===== config.mk =====
export PLATFORM = sky130hd
export DESIGN_NAME = seg_scan_ctrl
export DESIGN_NICKNAME = d
export VERILOG_FILES = /design/src/rtl/seg_pkg.sv /design/src/rtl/seg_scan_timer.sv /design/src/rtl/seg_scan_ctrl.sv
export SDC_FILE = /design/constraint.sdc
export NUM_CORES = 1
export LEC_CHECK = 0
export BUFFER_PORTS_ARGS = -buffer_cell sky130_fd_sc_hd__buf_2
export CAP_MARGIN = 15
export CORE_MARGIN = 3
export CORE_UTILIZATION = 35
export CTS_CLUSTER_SIZE = 8
export DETAILED_ROUTE_END_ITERATION = 10
export SLEW_MARGIN = 30
export SYNTH_ARGS = -nofsm -noshare
export SYNTH_HDL_FRONTEND = slang
export SYNTH_SLANG_ARGS = --single-unit

===== constraint.sdc =====
create_clock -name clk -period 2.41 [get_ports clk]
set_clock_uncertainty 0.05 [all_clocks]
set_input_delay 0.482 -clock clk [delete_from_list [all_inputs] [get_ports clk]]
set_output_delay 0.482 -clock clk [all_outputs]
set_load 0.02 [all_outputs]

===== src/rtl/seg_pkg.sv =====
// seg_pkg: shared types and constants for the seven-segment scan controller.
package seg_pkg;

  // Largest digit count the controller supports.
  localparam int MAX_DIGITS = 8;

  // Width of a value bus holding MAX_DIGITS nibbles.
  localparam int MAX_VAL_W = 4 * MAX_DIGITS;

  // Anode pattern with every digit dark; the pins are active-low.
  localparam logic [MAX_DIGITS-1:0] ANODE_OFF = '1;

  typedef logic [3:0] nibble_t;

  typedef enum logic {
    BLANK = 1'b0,
    SHOW  = 1'b1
  } scan_state_t;

  // Returns nibble idx of a value bus that has been zero-extended to MAX_VAL_W.
  function automatic nibble_t pick_nibble(input logic [MAX_VAL_W-1:0] v,
                                          input logic [2:0]           idx);
    return v[4*idx +: 4];
  endfunction

endpackage


===== src/rtl/seg_scan_timer.sv =====
// scan_timer: tick counter for the scan FSM. expire is high while the count
// equals the terminal value; reload restarts the count from zero.
module scan_timer
  import seg_pkg::*;
#(
  parameter int W = 8
) (
  input  logic         clk,
  input  logic         rst_n,
  input  logic         reload,
  input  logic [W-1:0] term,
  output logic         expire,
  output logic [W-1:0] cnt_next
);

  logic [W-1:0] cnt_q;
  logic [W-1:0] cnt_d;

  // Count up every cycle; a reload returns the count to zero.
  always_comb begin
    cnt_d = reload ? '0 : cnt_q + W'(1);
  end

  // Counter register.
  always_ff @(posedge clk or negedge rst_n) begin
    if (!rst_n) cnt_q <= '0;
    else        cnt_q <= cnt_d;
  end

  assign expire   = (cnt_q == term);
  assign cnt_next = cnt_d;

endmodule


===== src/rtl/seg_scan_ctrl.sv =====
// seg_scan_ctrl: time-multiplexed scan controller for a common-anode
// seven-segment display. For each digit it presents the nibble to the shared
// registered decoder, holds all anodes off for BLANK_TICKS cycles, and then
// enables that digit's anode for TICKS_PER_DIGIT cycles. New values are
// staged and only move into the displayed copy at a frame boundary.
// Optional feature: define SEG_LEADING_ZERO_BLANK_EN to keep leading-zero
// digits (other than digit 0) dark.
module seg_scan_ctrl
  import seg_pkg::*;
#(
  parameter int NUM_DIGITS      = 4,
  parameter int TICKS_PER_DIGIT = 100000,
  parameter int BLANK_TICKS     = 1000
) (
  input  logic                    clk,
  input  logic                    rst_n,
  input  logic [4*NUM_DIGITS-1:0] value,
  input  logic                    load,
  output logic                    pending,
  output logic [3:0]              encoded,
  output logic [NUM_DIGITS-1:0]   anode,
  output logic                    frame_done
);

  localparam int VAL_W     = 4 * NUM_DIGITS;
  localparam int MAX_TICKS = (TICKS_PER_DIGIT > BLANK_TICKS) ? TICKS_PER_DIGIT : BLANK_TICKS;
  localparam int CNT_W     = (MAX_TICKS > 1) ? $clog2(MAX_TICKS) : 1;
  localparam int IDX_W     = $clog2(NUM_DIGITS);

  localparam logic [CNT_W-1:0] SHOW_TERM  = CNT_W'(TICKS_PER_DIGIT - 1);
  localparam logic [CNT_W-1:0] BLANK_TERM = CNT_W'(BLANK_TICKS - 1);
  localparam logic [IDX_W-1:0] LAST_IDX   = IDX_W'(NUM_DIGITS - 1);

  scan_state_t           state_q, state_d;
  logic [IDX_W-1:0]      idx_q, idx_d;
  logic [VAL_W-1:0]      shadow_q, shadow_d;
  logic [VAL_W-1:0]      staging_q, staging_d;
  logic                  pending_q, pending_d;
  nibble_t               encoded_q, encoded_d;
  logic [NUM_DIGITS-1:0] anode_q, anode_d;
  logic                  frame_done_q, frame_done_d;

  logic                  boundary;
  logic                  expire;
  logic [CNT_W-1:0]      cnt_next;
  logic [CNT_W-1:0]      timer_term;
  logic [NUM_DIGITS-1:0] dark;

  // The timer runs against the terminal count of the current state and is
  // reloaded exactly when the state changes, which is whenever it expires.
  assign timer_term = (state_q == SHOW) ? SHOW_TERM : BLANK_TERM;

  scan_timer #(
    .W (CNT_W)
  ) u_timer (
    .clk      (clk),
    .rst_n    (rst_n),
    .reload   (expire),
    .term     (timer_term),
    .expire   (expire),
    .cnt_next (cnt_next)
  );

`ifdef SEG_LEADING_ZERO_BLANK_EN
  logic all_zero;

  // Mark digits whose nibble and every higher nibble are zero; digit 0 always shows.
  always_comb begin
    dark     = '0;
    all_zero = 1'b1;
    for (int i = NUM_DIGITS - 1; i >= 1; i--) begin
      all_zero = all_zero & (shadow_q[4*i +: 4] == 4'h0);
      dark[i]  = all_zero;
    end
  end
`else
  // Every digit is shown, leading zeros included.
  always_comb begin
    dark = '0;
  end
`endif

  // Next-state logic for the scan FSM, load handshake and registered outputs.
  always_comb begin
    state_d   = state_q;
    idx_d     = idx_q;
    shadow_d  = shadow_q;
    staging_d = staging_q;
    pending_d = pending_q;
    encoded_d = encoded_q;
    boundary  = 1'b0;

    case (state_q)
      BLANK: begin
        if (expire) state_d = SHOW;
      end
      SHOW: begin
        if (expire) begin
          state_d = BLANK;
          if (idx_q == LAST_IDX) begin
            idx_d    = '0;
            boundary = 1'b1;
          end else begin
            idx_d = idx_q + IDX_W'(1);
          end
        end
      end
      default: state_d = BLANK;
    endcase

    if (load) begin
      staging_d = value;
      pending_d = 1'b1;
    end

    // A load on the boundary cycle bypasses staging so it lands in this frame.
    if (boundary) begin
      if (load)           shadow_d = value;
      else if (pending_q) shadow_d = staging_q;
      pending_d = 1'b0;
    end

    // The decoder input only moves on BLANK entry, while every anode is off.
    if (state_q == SHOW && state_d == BLANK) begin
      encoded_d = pick_nibble(MAX_VAL_W'(shadow_d), 3'(idx_d));
    end

    anode_d = ANODE_OFF[NUM_DIGITS-1:0];
    for (int i = 0; i < NUM_DIGITS; i++) begin
      if (state_d == SHOW && idx_d == IDX_W'(i) && !dark[i]) anode_d[i] = 1'b0;
    end

    // High during the last SHOW cycle of the frame, so the edge closing it is
    // the frame boundary and a load seen alongside it goes straight to shadow.
    frame_done_d = (state_d == SHOW) && (idx_d == LAST_IDX) && (cnt_next == SHOW_TERM);
  end

  // State and output registers; reset blanks the display immediately.
  always_ff @(posedge clk or negedge rst_n) begin
    if (!rst_n) begin
      state_q      <= BLANK;
      idx_q        <= '0;
      shadow_q     <= '0;
      staging_q    <= '0;
      pending_q    <= 1'b0;
      encoded_q    <= '0;
      anode_q      <= ANODE_OFF[NUM_DIGITS-1:0];
      frame_done_q <= 1'b0;
    end else begin
      state_q      <= state_d;
      idx_q        <= idx_d;
      shadow_q     <= shadow_d;
      staging_q    <= staging_d;
      pending_q    <= pending_d;
      encoded_q    <= encoded_d;
      anode_q      <= anode_d;
      frame_done_q <= frame_done_d;
    end
  end

  assign pending    = pending_q;
  assign encoded    = encoded_q;
  assign anode      = anode_q;
  assign frame_done = frame_done_q;

endmodule


-- Yosys cells after proc, flatten, opt, wreduce, memory -nomap -nowiden
Index checks and enable logic that the tools add are counted.
- bits in registers: 62
- bits of input ports: 19
- output and inout bits: 10
- add/subtract/negate cells: 2
- equal/unequal tests: 6
- shift-type cells: 1
- muxes and demuxes: 20
- bitwise gates (word level): 2
- reductions and logical operators: 8
- operator list (cell ; count):
    two-way mux 16 bit ; 3
    two-way mux 17 bit ; 2
    indexed part select 32 x 5 -> 4 bit ; 1
    adder 17 x 1 -> 17 bit, second input constant ; 1
    equality test 17 bit ; 1
    equality test 17 bit, second input constant ; 1
    two-way mux 1 bit ; 11
    equality test 2 bit, second input constant ; 3
    logical AND 1 bit ; 6
    two-way mux 2 bit ; 3
    adder 2 x 1 -> 2 bit, second input constant ; 1
    equality test 2 x 1 -> 1 bit, second input constant ; 1
    logical NOT 2 bit ; 1
    inverter 1 bit ; 2
    case mux 1 bit (2 select lines) ; 1
    nonzero test 2 bit ; 1

-- Longest topological paths before layout
Gate-level depths: netlist of run 1.
- word-level depth: 7
- mapped depth: 11

-- By module
Synthesis of run 1 repeated with hierarchy kept, for this count alone.
- cell total of the unflattened synthesis: 239
- area, all modules: 2995.4 um^2
- by module, submodules not included (module ; instances ; cells each ; area an instance (um^2) ; seq. area each (um^2)):
    seg_scan_ctrl ; 1 ; 134 ; 1981.9 ; 1131.1
    scan_timer ; 1 ; 105 ; 1013.5 ; 425.4

-- Worst setup path before layout of run 1
Ideal clock, no wire load.
- path kind: flip-flop to flip-flop
- start: reg u_timer.cnt_q[11]
- end: reg encoded_q[0], in the netlist encoded[0]
- setup time: 125 ps
- arrival: 2321 ps
- path slack: -86 ps
- cell stages (with the launch flop): 11
- buffers on the path: 2
- path through: dfrtp_1 > or4_4 > nor4_4 > and3_1 > buf_6 > buf_4 > a31oi_1 > nor2_1 > nor4_1 > a311oi_1 > o21ai_1
- word-level cells in the longest chain between the ends: 5
- elaborated cells on any way between the ends: 12
- classes of those cells: eq/ne: 1; shift: 1; mux: 8; bitwise: 1; reduce/logical: 1
- RTL lines (what ; RTL line ; text):
    start: declaration ; seg_scan_timer.sv:16 ; logic [W-1:0] cnt_q;
    start signal: assignment ; seg_scan_timer.sv:27 ; else cnt_q <= cnt_d;
    equality test 17 bit (*) ; seg_scan_timer.sv:30 ; assign expire = (cnt_q == term);
    two-way mux 1 bit (on tied branches) ; seg_scan_ctrl.sv:98, seg_scan_ctrl.sv:95 ;
    two-way mux 1 bit / case mux 1 bit (2 select lines) (equally long branches) ; seg_scan_ctrl.sv:93 ; case (state_q)
    two-way mux 16 bit / inverter 1 bit (equally long branches) ; seg_scan_ctrl.sv:117, seg_scan_ctrl.sv:124 ;
    indexed part select 32 x 5 -> 4 bit / logical AND 1 bit (equally long branches) ; seg_pkg.sv:23, seg_scan_ctrl.sv:124 ;
    end signal: assignment ; seg_scan_ctrl.sv:155 ; encoded_q <= encoded_d;
    end: declaration ; seg_scan_ctrl.sv:39 ; nibble_t encoded_q, encoded_d;
Every way passes the cells marked *; elsewhere a longest branch is shown, timed or not.
A chain may end at the register's enable or synchronous reset.

-- Worst setup path in the final report of run 1
- start: reg u_timer.cnt_q[14]
- end: reg encoded_q[2], in the netlist encoded[2]
- word-level cells in the longest chain between the ends: 5
- elaborated cells on any way between the ends: 12
- classes of those cells: eq/ne: 1; shift: 1; mux: 8; bitwise: 1; reduce/logical: 1
- RTL lines (what ; RTL line ; text):
    equality test 17 bit ; seg_scan_timer.sv:30 ;
    two-way mux 1 bit ; seg_scan_ctrl.sv:98 ; if (expire) begin
    two-way mux 1 bit ; seg_scan_ctrl.sv:93 ;
    two-way mux 16 bit ; seg_scan_ctrl.sv:117 ; if (boundary) begin
    named net shadow_d[2] ; seg_scan_ctrl.sv:36 ; logic [VAL_W-1:0] shadow_q, shadow_d;
    indexed part select 32 x 5 -> 4 bit ; seg_pkg.sv:23 ; return v[4*idx +: 4];
The timed path passes the listed nets, and every way through them passes these cells.

==> results of run 1 <==
[cell families after synthesis]
logic type	Yosys count	share of synthesized area
compound gates	66	0.143
buf+inv	39	0.0560
fa+ha+maj	2	0.00836
xor+xnor	16	0.0468
mux	10	0.0351
simple gates	118	0.190
flops	62	0.520
[stage by stage]
step                      setup slack [ns]  cells  hold WS (ns)  area (sq um)
after global routing                -0.338    514        0.0972          4070
after detailed placement            -0.231    483         0.421          3620
after CTS                           -0.159    505        0.0993          3880
after global placement              -0.124    483         0.413          3620
final                               -0.184    514        0.0924          4070
after floorplan                   -0.00710    313         0.136          3000
[flip-flops by register name, summed over array words and instances, names as in the netlist]
register	cells
anode	4
staging_q	16
frame_done	1
idx_q	2
u_timer.cnt_q	17
pending	1
encoded	4
state_q	1
shadow_q	16
[worst register-to-register path: cells and delay by family, from the launching register on]
family	cells	cell delay [ns]
simple gates	5	1.25
flops	1	0.39
compound gates	2	0.31
mux	1	0.27
buf+inv	2	0.22
[Yosys cell counts (2+ instances only)]
library cell / number
sky130_fd_sc_hd__a21o_1: 3
sky130_fd_sc_hd__a21oi_1: 8
sky130_fd_sc_hd__a31oi_1: 12
sky130_fd_sc_hd__and2_1: 3
sky130_fd_sc_hd__and3_1: 3
sky130_fd_sc_hd__buf_2: 2
sky130_fd_sc_hd__buf_4: 3
sky130_fd_sc_hd__clkbuf_1: 9
sky130_fd_sc_hd__dfrtp_1: 58
sky130_fd_sc_hd__dfstp_2: 4
sky130_fd_sc_hd__ha_1: 2
sky130_fd_sc_hd__inv_1: 23
sky130_fd_sc_hd__mux2_2: 4
sky130_fd_sc_hd__mux2i_1: 6
sky130_fd_sc_hd__nand2_1: 22
sky130_fd_sc_hd__nand3_1: 13
sky130_fd_sc_hd__nand4_1: 6
sky130_fd_sc_hd__nor2_1: 51
sky130_fd_sc_hd__nor2b_1: 2
sky130_fd_sc_hd__nor3_1: 5
sky130_fd_sc_hd__nor4_1: 5
sky130_fd_sc_hd__o21a_1: 2
sky130_fd_sc_hd__o21ai_0: 12
sky130_fd_sc_hd__o21ba_2: 2
sky130_fd_sc_hd__o22a_1: 3
sky130_fd_sc_hd__o22ai_1: 13
sky130_fd_sc_hd__o31ai_1: 2
sky130_fd_sc_hd__xnor2_1: 12
sky130_fd_sc_hd__xor2_1: 4
[per-layer routing]
layer | track usage | vias to the layer above
met5 | 0 | -
li1 | - | 1285
met1 | 0.192 | 1229
met4 | 0.0368 | 0
met2 | 0.261 | 59
met3 | 0.0495 | 6
[what timing repair did]
action | 4_1_cts | 5_1_grt
setup endpoints to repair | 5 | 7
resized for setup | 8 | 20
setup buffers | 6 | 11
pin swaps | 9 | 11
[worst paths after layout]
| path | cells past startpoint | start | endpoint | slack, ns |
|---|---|---|---|---|
| min in group clk | 3 | value[11] | staging_q[11] | 0.32 |
| setup / recovery | 10 | u_timer.cnt_q[14] | encoded[2] | -0.18 |
| hold / removal | 2 | rst_n | staging_q[10] | 0.09 |
| setup reg to reg | 10 | u_timer.cnt_q[14] | encoded[2] | -0.18 |
| hold reg to reg | 2 | encoded[2] | encoded[2] | 0.45 |
| max in group asynchronous | 2 | rst_n | anode[2] | 1.89 |
[power by group through the flow]
stage	Combinational [mW]	Clock, mW	Sequential, mW
detailed placement	0.107	0	1.10
global route	0.124	0.938	1.08
finish	0.108	0.862	1.08
floorplan	0.0445	0	1.09
global placement	0.104	0	1.09
CTS	0.111	0.893	1.08
[final cells by class]
| cell class | instances | area (sq um) |
|---|---|---|
| fill | 782 | 4190 |
| sequential | 62 | 1560 |
| multi-input combinational | 212 | 1370 |
| timing repair buffer | 96 | 723 |
| clock buffer | 12 | 165 |
| tap | 105 | 131 |
| inverter | 23 | 86.3 |
| clock inverter | 4 | 28.8 |
==> qor.txt, run 1 <==
===============================================================================================
Synth async-reset ratio                                                                    1.00
Post-Syn Instances                                                                          313
Sw Share                                                                                  0.234
Met3 Routed Length                                                                       322 um
1st-pass router iterations                                                                    4
End-of-flow core utilization                                                              0.492
Count of unresolved DRC violations after routing                                              0
Count of flip-flops with a built-in enable after synthesis                                    0
Main area contributors after synthesis                                             sky130_fd_sc_hd__dfrtp_1 49%, sky130_fd_sc_hd__nor2_1 6.4%, sky130_fd_sc_hd__dfstp_2 3.5%, sky130_fd_sc_hd__xnor2_1 3.5%, sky130_fd_sc_hd__inv_1 2.9%
Total Power Consumption                                                                 2.05 mW
Floorplan core area                                                                  8260 sq um
CTS buffer count                                                                              9
Largest net degree at the start of global routing                                            63
Net Sw Power                                                                             479 uW
Sequential share of the synthesized area                                                  0.520
# H-tree levels                                                                               3
RSZ-0062 raised after global routing                                                       true
Highest achievable clock rate                                                           386 MHz
Insertion delay to the later sink of the worst-skew pair                                0.33 ns
Static Leakage                                                                          1.90 nW
Met2 routed wirelength                                                                  3650 um
Distinct cell type count of the synthesized netlist                                          48
Clock net sink count                                                                         62
Largest stage delay on the critical path                                                0.56 ns
First-pass GRT wire length                                                             12000 um
Yosys top cell area share                                                                 0.485
YS warnings                                                                                   0
Top metal layer carrying routed signals                                                    met4
Via count of the first global-routing pass                                                 2602
Die extent in x                                                                         98.5 um
Clock Power Share                                                                         0.421
Final net count                                                                             425
Layout cells sized above 1                                                                0.350
Max-slew violations                                                                           0
Initial core utilization                                                                  0.362
Setup Crit Path Kind                                                               register to register
Floorplan die height                                                                    98.5 um
Slowest cell on the critical path                                                  sky130_fd_sc_hd__or4_4
Cell-internal power                                                                     1.57 mW
Cell breakdown of the critical path                                                or4_4, nor4_4, and3_4, buf_12, buf_4, a31oi_1, o21ba_4, mux2_4, nand3b_1, nand3_1
Share of the clock period used by the worst path                                           1.08
Top Ports                                                                                    29
Maximum fanout count along the critical path                                                  9
Half-perimeter wire length after detailed placement                                     5010 um
Netlist area before placement                                                        2990 sq um
Total power density per cell area                                                   503 nW/um^2
Routed Antenna Nets                                                                           0
Kind of launch point of the worst setup path                                           register
Clock period minus final worst setup slack                                              2.59 ns
Data required, critical path                                                            2.58 ns
Final-report hold violation count                                                             0
Routed via count divided by cell count                                                     5.02
Peak supply drop                                                                       0.272 mV
Iteration-0 DRC count of the detailed router                                                 96
Arrival @ worst endpoint                                                                2.76 ns
Rows                                                                                         33
Logic pwr share                                                                           0.053
All-Layer GR Usage                                                                        0.154
Number of hold buffers added after cts                                                        0
CTS tree                                                                                  built
Number of antenna violations at the first check in global routing                             0
Pin slew with the least headroom to its limit                                          0.399 ns
Cell type with the largest total area after synthesis                              sky130_fd_sc_hd__dfrtp_1
Drt wl/cell                                                                             13.9 um
Inserted Diodes                                                                               0
Net count of the mapped netlist                                                             334
Highest-count cells in the layout ignoring fill and taps                           59 x sky130_fd_sc_hd__buf_4, 58 x sky130_fd_sc_hd__dfrtp_1, 51 x sky130_fd_sc_hd__nor2_1, 28 x sky130_fd_sc_hd__buf_2
Run status                                                                         finished, violations left
Clock root buffer                                                                  sky130_fd_sc_hd__clkbuf_8
Total global routing overflow                                                                 0
Post-Route M1 WL                                                                        3120 um
Total number of vias                                                                       2579
Worst max-slew margin expressed relative to the limit                                     0.734
Crit path buffers/inverters                                                                   2
Wire length reported by the detailed router                                             7130 um
Register share of total power                                                             0.526
Clock input transition at the sequential cells of the worst setup and hold paths        0.07 ns
Flip-flop cell with the highest count after synthesis                              sky130_fd_sc_hd__dfrtp_1
Avg Inst Size Synth                                                                  9.56 sq um
Most common library cell in the layout ignoring fill and taps                      sky130_fd_sc_hd__buf_4
Hold Path Class                                                                    primary input to async pin
Failing checks                                                                     negative setup slack
Area Overhead vs Synth                                                                    35.9%
Port Buffer Count                                                                            28
Final count of negative-setup-slack endpoints                                                 5
Slack of the critical path                                                            -0.184 ns
Max cap viols                                                                                 0
Critical path's top delay family                                                   simple AND/OR/NAND/NOR gates
Die ar.                                                                              9690 sq um
CP endpoint kind                                                                       register
Synth Register Bits                                                                          62
Final weighted congestion in routability-driven placement                                 0.804
CTS Buffer Depth                                                                              2
Sum of negative setup slack                                                           -0.680 ns
===============================================================================================
No activity file was read; power rests on OpenSTA's default activity.
==> run 2, diff against run 1 <==
==> constraint.sdc (replaced) <==
create_clock -name clk -period 2.75 [get_ports clk]
set_clock_uncertainty 0.05 [all_clocks]
set_input_delay 0.55 -clock clk [delete_from_list [all_inputs] [get_ports clk]]
set_output_delay 0.55 -clock clk [all_outputs]
set_load 0.02 [all_outputs]
==> qor.txt, run 2 (synthesized netlist as in run 1, its figures left out) <==
===============================================================================================
Net Sw Power                                                                             393 uW
Insertion delay to the later sink of the worst-skew pair                                0.34 ns
Kind of launch point of the worst setup path                                           register
Routed via count divided by cell count                                                     5.11
CTS buffer count                                                                              9
Final-report hold violation count                                                             0
Worst max-slew margin expressed relative to the limit                                     0.525
1st-pass router iterations                                                                    4
Number of non-filler instances in the completed layout                                      470
Largest net degree at the start of global routing                                            34
CTS tree                                                                                  built
Number of antenna violations at the first check in global routing                             0
All-Layer GR Usage                                                                        0.148
Static Leakage                                                                          1.65 nW
Most common library cell in the layout ignoring fill and taps                      sky130_fd_sc_hd__dfrtp_1
Terminus of the critical flop-to-flop path                                           encoded[0]
Top Ports                                                                                    29
Via count of the first global-routing pass                                                 2430
Maximum fanout count along the critical path                                                  3
Highest-count cells in the layout ignoring fill and taps                           58 x sky130_fd_sc_hd__dfrtp_1, 51 x sky130_fd_sc_hd__nor2_1, 28 x sky130_fd_sc_hd__buf_2
Max reg flops                                                                                17
Critical path's top delay family                                                   simple AND/OR/NAND/NOR gates
Final count of negative-setup-slack endpoints                                                 0
Hold Path Class                                                                    primary input to async pin
Sw Share                                                                                  0.223
CTS Buffer Depth                                                                              2
Largest stage delay on the critical path                                                0.56 ns
Routed Antenna Nets                                                                           0
Area Overhead vs Synth                                                                    20.2%
Die extent in x                                                                         98.5 um
Largest registers ranked by flip-flop count                                        u_timer.cnt_q: 17 flops, shadow_q: 16 flops, staging_q: 16 flops
Final net count                                                                             381
Peak supply drop                                                                       0.210 mV
Total global routing overflow                                                                 0
First-pass GRT wire length                                                             11600 um
Data required, critical path                                                            2.92 ns
Port Buffer Count                                                                            28
Total number of vias                                                                       2403
Max cap viols                                                                                 0
Count of unresolved DRC violations after routing                                              0
Wire length reported by the detailed router                                             6680 um
Share of the clock period used by the worst path                                          0.959
CP endpoint kind                                                                       register
End-of-flow core utilization                                                              0.436
Cell-internal power                                                                     1.37 mW
Inserted Diodes                                                                               0
Clock root buffer                                                                  sky130_fd_sc_hd__clkbuf_8
Layout cells sized above 1                                                                0.236
# H-tree levels                                                                               3
Logic pwr share                                                                           0.050
Drt wl/cell                                                                             14.2 um
Clock period minus final worst setup slack                                              2.64 ns
Die ar.                                                                              9690 sq um
Iteration-0 DRC count of the detailed router                                                 92
Floorplan core area                                                                  8260 sq um
Total power density per cell area                                                   490 nW/um^2
Worst reg2reg startpoint                                                           u_timer.cnt_q[5]
Clock Power Share                                                                         0.414
Floorplan die height                                                                    98.5 um
Slowest cell on the critical path                                                  sky130_fd_sc_hd__or4b_4
Register share of total power                                                             0.536
Cell breakdown of the critical path                                                or4b_4, nor4_4, nand4_1, buf_4, o22a_1, o21a_1, a22o_1, a311oi_2, o21ai_1
Max-slew violations                                                                           0
Rows                                                                                         33
Most flops, register                                                               u_timer.cnt_q
Arrival @ worst endpoint                                                                2.81 ns
Number of cells traversed by the worst register-to-register path                              9
Crit path buffers/inverters                                                                   1
Initial core utilization                                                                  0.362
Highest achievable clock rate                                                           379 MHz
Half-perimeter wire length after detailed placement                                     4870 um
Register-to-register setup slack                                                        0.11 ns
Final weighted congestion in routability-driven placement                                 0.864
Pin slew with the least headroom to its limit                                          0.713 ns
Clock net sink count                                                                         62
Run status                                                                            completed
Count of filler cells inserted in the layout                                                816
Clock input transition at the sequential cells of the worst setup and hold paths        0.07 ns
Sum of negative setup slack                                                                0 ns
Placed Cells                                                                                450
Setup Crit Path Kind                                                               register to register
===============================================================================================
-- run 2: cell count changes in the layout (fill, tap and decap cells not counted), moves of 3 or more --
cell and change:
sky130_fd_sc_hd__o22ai_2 -4, sky130_fd_sc_hd__buf_4 -37, sky130_fd_sc_hd__clkbuf_1 +3, sky130_fd_sc_hd__buf_6 -4, sky130_fd_sc_hd__o22ai_1 +5
-- run 2: final cells by class --
type,instances,area (sq um),share of cell area
clock buffer,15,176,0.0490
clock inverter,1,5.00,0.00139
inverter,23,86.3,0.0240
multi-input combinational,212,1300,0.360
sequential,62,1560,0.433
tap,105,131,0.0365
timing repair buffer,52,345,0.0960
-- run 2: power groups by stage --
stage / clock network [mW] / registers [mW] / logic (mW)
4_1_cts: 0.755 / 0.944 / 0.0913
3_5_place_dp: 0 / 0.961 / 0.0911
2_1_floorplan: 0 / 0.959 / 0.0390
5_1_grt: 0.796 / 0.945 / 0.103
6_report: 0.730 / 0.944 / 0.0883
3_3_place_gp: 0 / 0.960 / 0.0892
-- run 2: per-layer routing --
layer	global-route usage	wire, um
met5	0	0
met4	0.0420	80
met3	0.0510	390
met2	0.246	3300
met1	0.184	2900
-- run 2: per-stage QoR --
step	setup WS, ns	area (sq um)	hold WS (ns)	total power [mW]
after floorplan	0.254	2990	0.204	0.998
after detailed placement	0.0792	3360	0.431	1.05
after CTS	0.0687	3540	0.212	1.79
after global routing	-0.0188	3600	0.239	1.84
final	0.113	3600	0.200	1.76
after global placement	0.162	3360	0.420	1.05
-- run 2: worst max-delay path by stage --
stage	cells past startpoint	from	slack [ns]	to
2_1_floorplan	10	u_timer.cnt_q[11]	0.25	encoded[0]
3_3_place_gp	9	u_timer.cnt_q[5]	0.16	encoded[2]
3_5_place_dp	9	u_timer.cnt_q[6]	0.08	encoded[0]
4_1_cts	9	u_timer.cnt_q[12]	0.07	encoded[0]
5_1_grt	10	u_timer.cnt_q[5]	-0.02	encoded[0]
6_report	9	u_timer.cnt_q[5]	0.11	encoded[0]
-- run 2: repair_timing --
action,in CTS,in global routing
hold buffers,0,0
buffers inserted,0,4
resized for setup,0,8
setup endpoints to repair,0,5
-- run 2: worst register-to-register path: stages (launching register included) --
cell and delay (ns):
sky130_fd_sc_hd__dfrtp_1 0.39, sky130_fd_sc_hd__or4b_4 0.56, sky130_fd_sc_hd__nor4_4 0.32, sky130_fd_sc_hd__nand4_1 0.16, sky130_fd_sc_hd__buf_4 0.17, sky130_fd_sc_hd__o22a_1 0.17, sky130_fd_sc_hd__o21a_1 0.11, sky130_fd_sc_hd__a22o_1 0.23
sky130_fd_sc_hd__a311oi_2 0.26, sky130_fd_sc_hd__o21ai_1 0.08
==> run 3, diff against run 2 <==
--- a/config.mk
+++ b/config.mk
@@ -5,10 +5,11 @@
 export SDC_FILE = /design/constraint.sdc
 export NUM_CORES = 1
 export LEC_CHECK = 0
-export BUFFER_PORTS_ARGS = -buffer_cell sky130_fd_sc_hd__buf_2
+export BUFFER_PORTS_ARGS = -buffer_cell sky130_fd_sc_hd__clkbuf_2
 export CAP_MARGIN = 15
 export CORE_MARGIN = 3
 export CORE_UTILIZATION = 35
+export CTS_BUF_LIST = sky130_fd_sc_hd__clkbuf_4
 export CTS_CLUSTER_SIZE = 8
 export DETAILED_ROUTE_END_ITERATION = 10
 export SLEW_MARGIN = 30
==> qor.txt, run 3 (synthesized netlist as in run 1, its figures left out) <==
===============================================================================================
Run status                                                                            completed
Kind of launch point of the worst setup path                                           register
First-pass GRT wire length                                                             11600 um
Floorplan core area                                                                  8260 sq um
Floorplan die height                                                                    98.5 um
Clock Power Share                                                                         0.400
Peak supply drop                                                                       0.280 mV
Port Buffer Count                                                                            28
Clock input transition at the sequential cells of the worst setup and hold paths        0.11 ns
Final weighted congestion in routability-driven placement                                 0.848
Static Leakage                                                                          1.66 nW
Highest-count cells in the layout ignoring fill and taps                           58 x sky130_fd_sc_hd__dfrtp_1, 50 x sky130_fd_sc_hd__nor2_1, 28 x sky130_fd_sc_hd__clkbuf_2, 23 x sky130_fd_sc_hd__inv_1, 23 x sky130_fd_sc_hd__buf_4
Clock period minus final worst setup slack                                              2.60 ns
Most flops, register                                                               u_timer.cnt_q
Drt wl/cell                                                                             14.2 um
Count of unresolved DRC violations after routing                                              0
Max cap viols                                                                                 0
Crit path buffers/inverters                                                                   2
1st-pass router iterations                                                                    4
Worst max-slew margin expressed relative to the limit                                     0.476
Slack of the critical path                                                             0.147 ns
Top Ports                                                                                    29
CTS buffer count                                                                              9
Pin slew with the least headroom to its limit                                          0.787 ns
CTS Buffer Depth                                                                              2
CTS tree                                                                                  built
Highest achievable clock rate                                                           384 MHz
Register share of total power                                                             0.550
Data required, critical path                                                            2.99 ns
Wire length reported by the detailed router                                             6670 um
Most common library cell in the layout ignoring fill and taps                      sky130_fd_sc_hd__dfrtp_1
Setup Crit Path Kind                                                               register to register
Rows                                                                                         33
Number of hold buffers added after cts                                                        0
Area Overhead vs Synth                                                                    19.2%
Largest stage delay on the critical path                                                0.56 ns
Final net count                                                                             382
Die extent in x                                                                         98.5 um
Sw Share                                                                                  0.222
Initial core utilization                                                                  0.362
Total power density per cell area                                                   481 nW/um^2
Area of combinational cells with multiple inputs                                     1290 sq um
Maximum fanout count along the critical path                                                  5
Via count of the first global-routing pass                                                 2367
Logic pwr share                                                                           0.050
Insertion delay to the later sink of the worst-skew pair                                0.40 ns
Net Sw Power                                                                             380 uW
Slowest cell on the critical path                                                  sky130_fd_sc_hd__or4b_4
Sum of negative setup slack                                                                0 ns
Number of antenna violations at the first check in global routing                             0
Cell-internal power                                                                     1.33 mW
End-of-flow core utilization                                                              0.432
Count of filler cells inserted in the layout                                                844
Largest net degree at the start of global routing                                            63
Routed Antenna Nets                                                                           0
Total global routing overflow                                                                 0
Place WS                                                                              0.0788 ns
Placed Cells                                                                                451
Clock root buffer                                                                  sky130_fd_sc_hd__clkbuf_4
All-Layer GR Usage                                                                        0.148
Max reg flops                                                                                17
Combined flip-flop and latch cell area                                               1560 sq um
Arrival @ worst endpoint                                                                2.85 ns
Routed via count divided by cell count                                                     5.10
Die ar.                                                                              9690 sq um
Half-perimeter wire length after detailed placement                                     4750 um
Cell mode on critical path                                                         sky130_fd_sc_hd__buf_4
Max-slew violations                                                                           0
CP endpoint kind                                                                       register
Final worst hold slack                                                                 0.256 ns
Clock net sink count                                                                         62
Largest registers ranked by flip-flop count                                        u_timer.cnt_q: 17 flops, shadow_q: 16 flops, staging_q: 16 flops
Inserted Diodes                                                                               0
Hold Path Class                                                                    primary input to async pin
Layout cells sized above 1                                                                0.235
Final-report hold violation count                                                             0
Share of the clock period used by the worst path                                          0.947
# H-tree levels                                                                               3
Critical path's top delay family                                                   simple AND/OR/NAND/NOR gates
Number of non-filler instances in the completed layout                                      471
Total number of vias                                                                       2402
Final count of negative-setup-slack endpoints                                                 0
Iteration-0 DRC count of the detailed router                                                 63
Cell breakdown of the critical path                                                or4b_4, nor4_4, buf_4, nand4_1, nor2_2, buf_4, a21oi_1, mux2i_1, a2bb2oi_1, o31ai_1
===============================================================================================
## run 3: cell types whose count changed in the layout (fill, tap and decap cells not counted), moves of 2 or more
cell,before,now
sky130_fd_sc_hd__clkbuf_4,0,10
sky130_fd_sc_hd__clkbuf_2,0,28
sky130_fd_sc_hd__bufinv_16,0,2
sky130_fd_sc_hd__buf_2,28,0
sky130_fd_sc_hd__clkinv_1,0,3
sky130_fd_sc_hd__clkbuf_1,3,0
sky130_fd_sc_hd__clkbuf_8,12,0
## run 3: layout make-up
type,count,share of cell area
clock inverters,6,0.0214
repair buffers,53,0.0965
flip-flops and latches,62,0.437
well taps,105,0.0369
multi-input cells,212,0.363
clock buffers,10,0.0211
inverters,23,0.0242
## run 3: worst reg2reg max path, delay by kind of cell (launching register included)
family	cells	cell delay [ns]
muxes	1	0.20
AOI/OAI and AO/OA	3	0.36
and+or+nand+nor	4	1.19
buffers and inverters	2	0.31
DFF	1	0.40
## run 3: per-layer routing
| metal | global-route usage | share of wire | routed length (um) |
|---|---|---|---|
| met3 | 0.0425 | 0.037 | 247 |
| met4 | 0.0441 | 0.011 | 72 |
| met2 | 0.244 | 0.49 | 3280 |
| met1 | 0.190 | 0.46 | 3070 |
| met5 | 0 | 0 | 0 |
## run 3: timing repair
item | in CTS | in global routing
setup buffers | 0 | 4
setup endpoints to repair | 0 | 4
resized for setup | 0 | 8
## run 3: path summary, 6_finish.rpt
path	startpoint	end	slack, ns	depth (start not counted)
max in group asynchronous	rst_n	u_timer.cnt_q[9]	1.87	2
hold reg to reg	staging_q[15]	staging_q[15]	0.45	2
hold / removal	rst_n	staging_q[3]	0.26	2
setup reg to reg	u_timer.cnt_q[5]	encoded[3]	0.15	10
min in group clk	value[11]	staging_q[11]	0.32	3
setup / recovery	u_timer.cnt_q[5]	encoded[3]	0.15	10
## run 3: through the flow
step | power, mW | area [sq um]
final | 1.71 | 3560
after global placement | 1.05 | 3350
after CTS | 1.74 | 3500
after floorplan | 0.998 | 2990
after global routing | 1.79 | 3560
after detailed placement | 1.05 | 3350
## run 3: power groups by stage
stage               clock (mW)  sequential (mW)  combinational (mW)
floorplan                    0            0.959              0.0390
CTS                      0.713            0.943              0.0884
global route             0.747            0.946              0.0995
global placement             0            0.960              0.0866
finish                   0.686            0.943              0.0852
detailed placement           0            0.961              0.0882
